===== config.mk =====
export PLATFORM = sky130hd
export DESIGN_NAME = bp_cfg_boot_sequencer
export DESIGN_NICKNAME = d
export VERILOG_FILES = /design/src/rtl/bp_cfg_boot_sequencer.sv
export SDC_FILE = /design/constraint.sdc
export NUM_CORES = 1
export LEC_CHECK = 0
export ABC_CLOCK_PERIOD_IN_PS = 3600
export BUFFER_PORTS_ARGS = -buffer_cell sky130_fd_sc_hd__buf_2
export CAP_MARGIN = 20
export CORE_MARGIN = 5
export CORE_UTILIZATION = 48
export DETAILED_ROUTE_END_ITERATION = 10
export GPL_ROUTABILITY_DRIVEN = 0
export PLACE_DENSITY = 0.84
export SLEW_MARGIN = 20
export SYNTH_ARGS = -nofsm -noshare
export SYNTH_HDL_FRONTEND = slang
export SYNTH_SLANG_ARGS = --single-unit

===== constraint.sdc =====
create_clock -name clk_i -period 3.6 [get_ports clk_i]
set_input_delay 0.18 -clock clk_i [delete_from_list [all_inputs] [get_ports clk_i]]
set_output_delay 0.18 -clock clk_i [all_outputs]
set_load 0.02 [all_outputs]

===== src/rtl/bp_cfg_boot_sequencer.sv =====
// Boot-time configuration sequencer: freezes and programs every core tile over the
// config bus, then unfreezes them all, keeping exactly one write outstanding.
module bp_cfg_boot_sequencer #(
  parameter int num_core_p       = 2,
  parameter int cfg_addr_width_p = 16,
  parameter int cfg_data_width_p = 32,
  parameter int timeout_p        = 64,
  localparam int core_w_lp       = (num_core_p > 1) ? $clog2(num_core_p) : 1
) (
  input  logic                        clk_i,
  input  logic                        reset_i,
  output logic                        cfg_v_o,
  input  logic                        cfg_ready_i,
  output logic [core_w_lp-1:0]        cfg_core_o,
  output logic [cfg_addr_width_p-1:0] cfg_addr_o,
  output logic [cfg_data_width_p-1:0] cfg_data_o,
  input  logic                        cfg_ack_v_i,
  output logic                        done_o,
  output logic                        error_o
);

  // Handshake: a request transfers on any cycle where cfg_v_o & cfg_ready_i; while
  // cfg_v_o waits for ready the payload is held stable. Every transfer is answered by
  // exactly one cfg_ack_v_i pulse, and no new request is raised before that pulse.

  localparam int timer_w_lp = (timeout_p > 1) ? $clog2(timeout_p) : 1;
  localparam logic [timer_w_lp-1:0] timer_max_lp =
    (timeout_p > 0) ? timer_w_lp'(timeout_p - 1) : '0;
  localparam logic [core_w_lp-1:0] last_core_lp = core_w_lp'(num_core_p - 1);

  typedef enum logic [2:0] {
    IDLE_S, SEND_S, WAIT_ACK_S, DONE_S, ERROR_S
  } state_e;

  state_e                 state_q, state_d;
  logic [core_w_lp-1:0]   core_q, core_d;
  logic [1:0]             reg_q, reg_d;
  logic                   pass_q, pass_d;
  logic                   last_q, last_d;
  logic [timer_w_lp-1:0]  timer_q, timer_d;

  always_ff @(posedge clk_i) begin
    if (reset_i) begin
      state_q <= IDLE_S;
      core_q  <= '0;
      reg_q   <= '0;
      pass_q  <= 1'b0;
      last_q  <= 1'b0;
      timer_q <= '0;
    end else begin
      state_q <= state_d;
      core_q  <= core_d;
      reg_q   <= reg_d;
      pass_q  <= pass_d;
      last_q  <= last_d;
      timer_q <= timer_d;
    end
  end

  always_comb begin
    state_d    = state_q;
    core_d     = core_q;
    reg_d      = reg_q;
    pass_d     = pass_q;
    last_d     = last_q;
    timer_d    = timer_q;
    cfg_v_o    = 1'b0;
    cfg_core_o = '0;
    cfg_addr_o = '0;
    cfg_data_o = '0;
    done_o     = (state_q == DONE_S);
    error_o    = (state_q == ERROR_S);

    case (state_q)
      IDLE_S: state_d = SEND_S;

      SEND_S: begin
        cfg_v_o    = 1'b1;
        cfg_core_o = core_q;
        if (pass_q) begin
          cfg_addr_o = cfg_addr_width_p'(1);
          cfg_data_o = '0;
        end else begin
          // Registers 0x1..0x4 map directly onto reg_cnt 0..3; only CORE_ID carries the index.
          cfg_addr_o = cfg_addr_width_p'({1'b0, reg_q} + 3'd1);
          cfg_data_o = (reg_q == 2'd1) ? cfg_data_width_p'(core_q) : cfg_data_width_p'(1);
        end

        if (cfg_ready_i) begin
          timer_d = '0;
          state_d = WAIT_ACK_S;
          if (!pass_q) begin
            reg_d = reg_q + 2'd1;
            if (reg_q == 2'd3) begin
              if (core_q == last_core_lp) begin
                core_d = '0;
                pass_d = 1'b1;
              end else begin
                core_d = core_q + 1'b1;
              end
            end
          end else if (core_q == last_core_lp) begin
            core_d = '0;
            last_d = 1'b1;
          end else begin
            core_d = core_q + 1'b1;
          end
        end
      end

      WAIT_ACK_S: begin
        timer_d = timer_q + 1'b1;
        if (cfg_ack_v_i) begin
          state_d = last_q ? DONE_S : SEND_S;
        end else if ((timeout_p != 0) && (timer_q == timer_max_lp)) begin
          state_d = ERROR_S;
        end
      end

      DONE_S:  state_d = DONE_S;
      ERROR_S: state_d = ERROR_S;
      default: state_d = IDLE_S;
    endcase
  end

  // Acks outside WAIT_ACK are dropped by the FSM; flag them without stopping simulation.
  a_ack_only_when_waiting: assert property (
    @(posedge clk_i) disable iff (reset_i) cfg_ack_v_i |-> (state_q == WAIT_ACK_S)
  ) else $warning("config ack received while not waiting for one");

endmodule


==> results of run 1 <==
## registers in the layout, indices dropped and copies added (netlist names)
name / flops
reg_q: 2
last_q: 1
pass_q: 1
timer_q: 6
core_q: 1
state_q: 3
## cell families after synthesis
| logic type | count (synthesis) | share of synthesized area (%) |
|---|---|---|
| adders and majority gates | 3 | 3.51 |
| other | 1 | 0.351 |
| DFF | 14 | 26.2 |
| AOI/OAI and AO/OA | 26 | 15.2 |
| buffers and inverters | 52 | 33.8 |
| and+or+nand+nor | 36 | 20.9 |
## power by group
part | switching (mW) | internal, mW
registers | 0.00513 | 0.158
clock network | 0.0547 | 0.0617
logic | 0.0646 | 0.0140
## path summary, 6_finish.rpt
| check | start | end | slack [ns] | depth (start not counted) |
|---|---|---|---|---|
| setup / recovery | state_q[0] | cfg_addr_o[2] | 1.64 | 4 |
| hold / removal | cfg_ready_i | state_q[2] | 0.21 | 3 |
| setup reg to reg | state_q[1] | timer_q[5] | 1.91 | 3 |
| hold reg to reg | last_q | last_q | 0.49 | 2 |
## routing by layer
metal / up-vias / track usage, % / routed length [um]
li1: 391 / - / -
met1: 375 / 13.1 / 700
met2: 35 / 17.5 / 971
met3: 4 / 4.52 / 196
met4: 0 / 5.96 / 20
met5: - / 0 / 0
## worst max-delay path: cells and delay by family, from the launching register on
kind,cells,cell delay [ns]
buffers and inverters,2,0.25
and+or+nand+nor,2,0.70
DFF,1,0.53
## cell usage in the layout (no fill, tap or decap), types with 4 or more instances in the layout
cell type / n
sky130_fd_sc_hd__nand3_1: 5
sky130_fd_sc_hd__a21oi_1: 11
sky130_fd_sc_hd__a311oi_1: 4
sky130_fd_sc_hd__dfxtp_1: 14
sky130_fd_sc_hd__buf_2: 11
sky130_fd_sc_hd__conb_1: 44
sky130_fd_sc_hd__nor2_1: 5
sky130_fd_sc_hd__inv_1: 4
sky130_fd_sc_hd__o21ai_0: 4
## synthesized netlist by cell type (2+ instances only)
library cell                n  area (um^2)
sky130_fd_sc_hd__a31oi_1    2         12.5
sky130_fd_sc_hd__nand2b_1   3         18.8
sky130_fd_sc_hd__nor2_1     5         18.8
sky130_fd_sc_hd__ha_1       3         37.5
sky130_fd_sc_hd__clkbuf_1   3         11.3
sky130_fd_sc_hd__inv_1      4         15.0
sky130_fd_sc_hd__a311oi_1   4         35.0
sky130_fd_sc_hd__nor3_1     3         15.0
sky130_fd_sc_hd__nand3_1    5         25.0
sky130_fd_sc_hd__dfxtp_1   14          280
sky130_fd_sc_hd__nor3b_1    2         15.0
sky130_fd_sc_hd__a21oi_1   11         55.1
sky130_fd_sc_hd__or3_1      3         18.8
sky130_fd_sc_hd__and3_1     3         18.8
sky130_fd_sc_hd__nand2_1    3         11.3
sky130_fd_sc_hd__o21ai_0    4         20.0
sky130_fd_sc_hd__buf_4     44          330
## area by class of cell
cell class / instances / area [um^2] / share of cell area (%)
clock buffer: 4 / 36.3 / 3.59
inverter: 4 / 15.0 / 1.49
multi-input combinational: 109 / 589 / 58.3
sequential: 14 / 280 / 27.7
tap: 28 / 35.0 / 3.47
timing repair buffer: 11 / 55.1 / 5.45
## metrics by stage
stage          setup slack [ns]  hold WS (ns)  instances
4_1_cts                    1.64         0.214        170
3_5_place_dp               1.91         0.463        166
6_report                   1.64         0.209        170
2_1_floorplan              1.82         0.252        175
3_3_place_gp               2.00         0.455        166
5_1_grt                    1.49         0.195        170
==> flow_results.org, run 1 <==
** Floorplan
- Die height :: 57.2 um
- The die covers 3270 um^2.
- Measured along the x axis, the die boundary spans 57.2 um.
- Number of placed I/O pins :: 56
- For this configuration, the core starts out at a cell density of 49.3%.
- # rows :: 17
- The core region is 2170 um^2.

** Detailed routing
- Total detailed-routing wirelength :: 1890 um
- The routed layout has 805 vias.
- Total iterations of the first detailed-routing run :: 4
- In this run the remaining antenna-violating nets after routing total 0.
- DRC :: 0
- Detailed router's first-iteration violation count :: 30
- Average vias per placed instance :: 4.74
- Routed len/inst :: 11.1 um

** Yosys
- Number of enable-type register cells in the synthesized netlist :: 0
- Summed instance area of the synthesized netlist :: 1070 um^2
- Yosys printed 0 warnings.
- Each instance of the synthesized netlist takes up on average 8.10 um^2.
- Flip-flop and latch count after synthesis :: 14
- After synthesis, the share of flip-flops with an asynchronous set or reset is 0%.
- The number of different library cells used by synthesis comes to 33.
- Post-synthesis cell count :: 132
- Main flop type after synthesis :: sky130_fd_sc_hd__dfxtp_1
- Part of the Yosys area used for sequential elements :: 26.2%

** STA
- Period minus WS final :: 1.96 ns
- Derived from the worst setup path, the maximum achievable clock frequency is 0.511 GHz.
- Setup repair after global routing left no endpoint under its margin.
- Share of the clock period used by the worst path :: 54.4%
- After routing, the total negative slack on setup checks comes to 0 ns.
- # setup viols final :: 0
- Worst Skew :: 0.00722 ns
- The number of failing hold endpoints at the final stage came to 0.
- Max-slew violations :: 0

** Clocking
- Buffers inserted during post-CTS setup optimization :: 0
- Post-CTS repair changed the size of 0 cells.
- Buffers inserted to repair hold after CTS numbered 0.
- Count of H-tree levels built during CTS :: 1
- Buffers inserted during clock tree synthesis total 3.
- The cell sitting at the root of the clock tree is a sky130_fd_sc_hd__clkbuf_4.
- TritonCTS built the clock tree.
- CTS Buffer Depth :: 2
- For this design, the sink count on the clock tree is 14.
- After clock tree synthesis, the clock-pin slew on the worst setup and hold paths is 0.09 ns.
- For the worst-skew pair, the clock arrives at the later sink with an insertion delay of 0.29 ns.

** Finish
- Number of inserted filler cells in the final layout :: 217
- Nets@finish :: 150
- Fraction of layout cells with a size suffix above 1 :: 12.7%
- The number of antenna diodes in the final layout is 0.
- Area growth from synthesis to final layout :: -5.50%
- Share of the core filled with cells :: 46.6%
- After routing the design area is 1010 um^2.

** Critical path
- On the critical path, the stage with the largest delay is an instance of sky130_fd_sc_hd__or3b_2.
- Setup CP Type :: reg2out
- STA puts the critical path data arrival time at 1.78 ns.
- Nature of the critical path endpoint :: output pin
- STA classifies the critical path startpoint as a flip-flop.
- The critical path goes through or3b_2 -> inv_1 -> and3_1 -> buf_2.
- Along the worst path, the maximum fanout reaches 12.
- Data on the critical path is required at its endpoint by 3.42 ns.
- Largest stage delay on the critical path :: 0.55 ns

** Power
- Overall power after layout :: 0.358 mW
- Dividing total power by cell area gives a power density of 354 nW/um^2.
- VDD sags by at most 0.215 mV.
- In this run the static leakage power is 0.460 nW.

** Global routing
- The initial antenna violation count came to 0.
- After global routing the overflow that remains totals 0.
- The via count of the first global-routing pass came to 670.
- Entering global routing, the biggest net connects 15 pins.
- The first global-routing pass estimated 2880 um of wire.
- Global Route Usage Sum :: 11.2%

** Hold path
- Path category of the worst min-delay check :: in2reg

** Flow run
- The tool flagged a number of max-cap violations equal to 0.

** Place
- The wire-length estimate of the detail-placed layout is 1460 um.
- The count of buffers added on input and output ports is 11.
- Once placement finished, the instance area stood at 975 um^2.

** Status
- Result of the run :: complete, no violations
Power figures use the tool's default switching activity.
==> run 2: changes to the inputs <==
--- a/config.mk
+++ b/config.mk
@@ -5,14 +5,15 @@
 export SDC_FILE = /design/constraint.sdc
 export NUM_CORES = 1
 export LEC_CHECK = 0
-export ABC_CLOCK_PERIOD_IN_PS = 3600
+export ABC_AREA = 1
+export ABC_CLOCK_PERIOD_IN_PS = 1850
 export BUFFER_PORTS_ARGS = -buffer_cell sky130_fd_sc_hd__buf_2
 export CAP_MARGIN = 20
 export CORE_MARGIN = 5
-export CORE_UTILIZATION = 48
+export CORE_UTILIZATION = 45
 export DETAILED_ROUTE_END_ITERATION = 10
 export GPL_ROUTABILITY_DRIVEN = 0
-export PLACE_DENSITY = 0.84
+export PLACE_DENSITY = 0.79
 export SLEW_MARGIN = 20
 export SYNTH_ARGS = -nofsm -noshare
 export SYNTH_HDL_FRONTEND = slang
==> constraint.sdc (replaced) <==
create_clock -name clk_i -period 1.85 [get_ports clk_i]
set_input_delay 0.0925 -clock clk_i [delete_from_list [all_inputs] [get_ports clk_i]]
set_output_delay 0.0925 -clock clk_i [all_outputs]
set_load 0.02 [all_outputs]
==> run 2 against run 1 <==
Sequential share of layout area decreased by 1.2 points. Cell count increased by 18%. Hold slack got worse by 0.12 ns. Utilization decreased by 3.1 points. Synthesized cell count increased by 20%. Non-clock buffer count unchanged. Power increased by 110%. Clock skew decreased by 0.0067 ns. Combinational power increased to 3.3 times the previous value. Clock power increased by 44%. Count of clock-buffer cells in the layout decreased by 1. Highest routed layer unchanged.
==> flow_results.org, run 2 <==
** Floorplan
- The die covers 3580 um^2.
- The die is 59.8 um wide.
- Number of placed I/O pins :: 56
- The die is 59.8 um tall.
- In this run the standard cell core region covers 2430 um^2.
- Row generation in the floorplan step produced 18 rows.
- Initial Utilization :: 45.9%

** Hold path
- Counting instances, the worst hold path has a depth of 2.
- The worst hold path belongs to the class in2reg.

** STA
- The worst path uses 81.4% of the clock period.
- Highest attainable clock frequency :: 0.664 GHz
- Period minus WS final :: 1.51 ns
- Max-slew violations :: 0
- For the final routed database, the setup TNS stands at 0 ns.
- Fin. Hold Viols :: 0
- # setup viols final :: 0
- Setup repair after global routing left no endpoint under its margin.
- Worst Skew :: 0.000490 ns

** Critical path
- Crit path launch type :: flip-flop
- Among cell families on the critical path, the largest total delay comes from flip-flops.
- Nature of the critical path endpoint :: output pin
- STA puts the critical path data required time at 1.76 ns.
- The critical path in this run is classified as reg2out.
- Sum of buffers and inverters on the critical path :: 2
- Data arrival time at the worst-slack endpoint :: 1.41 ns
- The signal on the critical path passes through inv_2 -> nand2_1 -> nor2_4 -> nand2_1 -> a21oi_1 -> buf_2.
- On the worst path, the slowest cell contributes a delay of 0.37 ns.
- The cell that appears most often on the critical path is sky130_fd_sc_hd__nand2_1.
- Slowest library cell on the worst path :: sky130_fd_sc_hd__dfxtp_1
- In this run the number of cells on the critical path is 6.
- Counting cells, the worst reg-to-reg path comes to 5.
- Top fanout value on the critical path :: 5

** Yosys
- Counting flops with a built-in enable in the synthesized netlist gives 0.
- Most frequently used cell type in the post-synthesis netlist :: sky130_fd_sc_hd__buf_4
- Main combinational cell family by area after synthesis :: buffers and inverters
- After Yosys synthesis, full adders, half adders and majority gates account for 3.36% of the synthesized area.
- Summed instance area of the synthesized netlist :: 1120 um^2
- Xor/xnor share of the synthesized area :: 0.785%
- Area share of the largest cell type after synthesis :: 29.6%
- Count of cell types in the netlist :: 20
- Part of the Yosys area used for sequential elements :: 25.1%
- The synthesized netlist devotes 25.2% of its cell area to simple gates.
- Share of synthesized area spent on multiplexers :: 0%
- For this run, the number of Yosys warnings is 0.
- The cell count after synthesis came out at 159.
- Averaged over all synthesized cells, the footprint is 7.02 um^2.
- Counting flops with an async set or reset pin after synthesis yields a share of 0%.
- Among all flip-flop cells after synthesis, the most frequent one is sky130_fd_sc_hd__dfxtp_1.
- Flip-flop and latch count after synthesis :: 14
- Leading cell types by total area after synthesis :: sky130_fd_sc_hd__buf_4 30%, sky130_fd_sc_hd__dfxtp_1 25%, sky130_fd_sc_hd__nand2_1 8.1%
- Fraction of the mapped netlist area in compound gates :: 9.19%
- Counting instances in the post-synthesis netlist gives the leading cell types as 44 x sky130_fd_sc_hd__buf_4, 24 x sky130_fd_sc_hd__nand2_1, 16 x sky130_fd_sc_hd__inv_1.
- Summed over all instances, the cell type with the most area after synthesis is sky130_fd_sc_hd__buf_4.

** Global routing
- Global Route Usage Sum :: 10.9%
- Number of global-route vias before repair :: 709
- The first global-routing pass estimated 2950 um of wire.
- Number of antenna violations at the first check in global routing :: 0
- Largest net degree at the start of global routing :: 9
- Total congestion overflow after global routing :: 0

** Clocking
- Buffers inserted during post-CTS setup optimization :: 0
- Hold buffer count at CTS :: 0
- Count of H-tree levels built during CTS :: 1
- Clock-pin slew was measured on the worst setup and hold paths at 0.08 ns.
- TritonCTS clock tree :: yes
- In this run, post-CTS repair resized a total of 0 instances.
- For the worst-skew pair, the clock arrives at the later sink with an insertion delay of 0.27 ns.
- Inserted Clock Buffers :: 3
- The cell sitting at the root of the clock tree is a sky130_fd_sc_hd__clkbuf_4.
- Clock sink count :: 14
- CTS Buffer Depth :: 2

** Finish
- Number of flip-flops under the largest register name :: 6
- Leaving out fill and tap cells, the most frequent cell in the layout is sky130_fd_sc_hd__conb_1.
- Area growth from synthesis to final layout :: -5.16%
- Fraction of layout cells with a size suffix above 1 :: 12.3%
- The library cells used most frequently in the layout, excluding fill and tap cells, are 44 x sky130_fd_sc_hd__conb_1, 24 x sky130_fd_sc_hd__nand2_1, 16 x sky130_fd_sc_hd__inv_1, 15 x sky130_fd_sc_hd__nand3_1, 14 x sky130_fd_sc_hd__dfxtp_1.
- The repair_antennas step left the layout with diodes totalling 0.
- Once layout is complete, the cells apart from fillers number 201.
- Nets@finish :: 180
- Register containing the most flip-flops in the final layout :: timer_q
- Largest regs :: timer_q (6), state_q (3), reg_q (2)

** Detailed routing
- After detailed routing, the number of vias per cell comes to 4.20.
- Via total after detailed routing :: 845
- Total iterations of the first detailed-routing run :: 4
- After detailed routing, the average wire length per cell comes to 9.54 um.
- Total detailed-routing wirelength :: 1920 um
- Detailed router's first-iteration violation count :: 25
- The count of nets left with antenna violations once routing finished came out at 0.
- DRC :: 0

** Status
- The run finished with clean final reports.

** Power
- Total power density per cell area :: 724 nW/um^2
- Overall power after layout :: 0.767 mW
- Max rail drop VDD :: 0.543 mV
- Leakage dissipation :: 0.548 nW

** Place
- The count of buffers added on input and output ports is 11.
- Detailed placement HPWL :: 1580 um
- After detailed placement, the design holds a cell count of 198.

** Flow run
- Across the run, the number of max-cap violations was 0.
==> run 2: cell types whose count changed after synthesis, sizes merged, moves of 3 or more <==
cell / previous run / this run
inv: 4 / 18
nand2b: 3 / 0
nor3b: 3 / 0
nand2: 3 / 25
nor2: 5 / 14
and3: 3 / 0
nand3: 5 / 17
a311oi: 4 / 0
or3: 3 / 0
==> run 2: report_power, final <==
group | switching, mW | internal [mW] | leakage, nW | total [mW]
clock network | 0.0920 | 0.0755 | 0.0138 | 0.167
registers | 0.0208 | 0.318 | 0.114 | 0.339
logic | 0.201 | 0.0588 | 0.420 | 0.260
total | 0.314 | 0.453 | 0.548 | 0.767
==> run 2: worst register-to-register path, delay by kind of cell (launching register included) <==
family | cells | cell delay [ns]
flip-flops | 1 | 0.36
AND/OR/NAND/NOR | 2 | 0.29
AO/OA/AOI/OAI | 1 | 0.14
buffers and inverters | 2 | 0.33
==> run 2: final cells by class <==
| cell class | count | area [um^2] |
|---|---|---|
| multi-input cells | 125 | 596 |
| repair buffers | 11 | 55.1 |
| inverters | 18 | 67.6 |
| flip-flops and latches | 14 | 280 |
| well taps | 30 | 37.5 |
| clock buffers | 3 | 22.5 |
| fillers | 263 | 1370 |
==> run 2: worst paths after layout <==
check / from / to / slack, ns
worst min-delay path: reset_i / timer_q[5] / 0.09
worst max-delay path: state_q[1] / cfg_data_o[0] / 0.34
worst max register to register: state_q[0] / timer_q[4] / 0.66
worst min register to register: last_q / last_q / 0.46
==> run 2: through the flow <==
stage	setup WS (ns)	instance area [um^2]	hold slack, ns	utilization, %
5_1_grt	0.231	1060	0.0937	43.5
3_3_place_gp	0.701	1040	0.381	42.6
2_1_floorplan	0.538	1280	0.232	-
3_5_place_dp	0.636	1040	0.391	42.6
6_report	0.345	1060	0.0858	43.5
4_1_cts	0.331	1060	0.0926	43.5
==> run 2: cells by family (layout without fill, tap and decap cells) <==
logic type	count (synthesis)	after routing
AND/OR/NAND/NOR	58	58
XOR/XNOR	1	1
other	1	44
flip-flops	14	14
buffers and inverters	63	32
AO/OA/AOI/OAI	19	19
adder cells (fa/ha/maj)	3	3
==> run 2: metal layers <==
layer	vias up	GRT usage, %	part of all wire, %
li1	439	-	-
met3	2	4.75	11
met5	-	0	0
met4	0	2.85	0.57
met1	371	12.8	40
met2	33	17.9	48
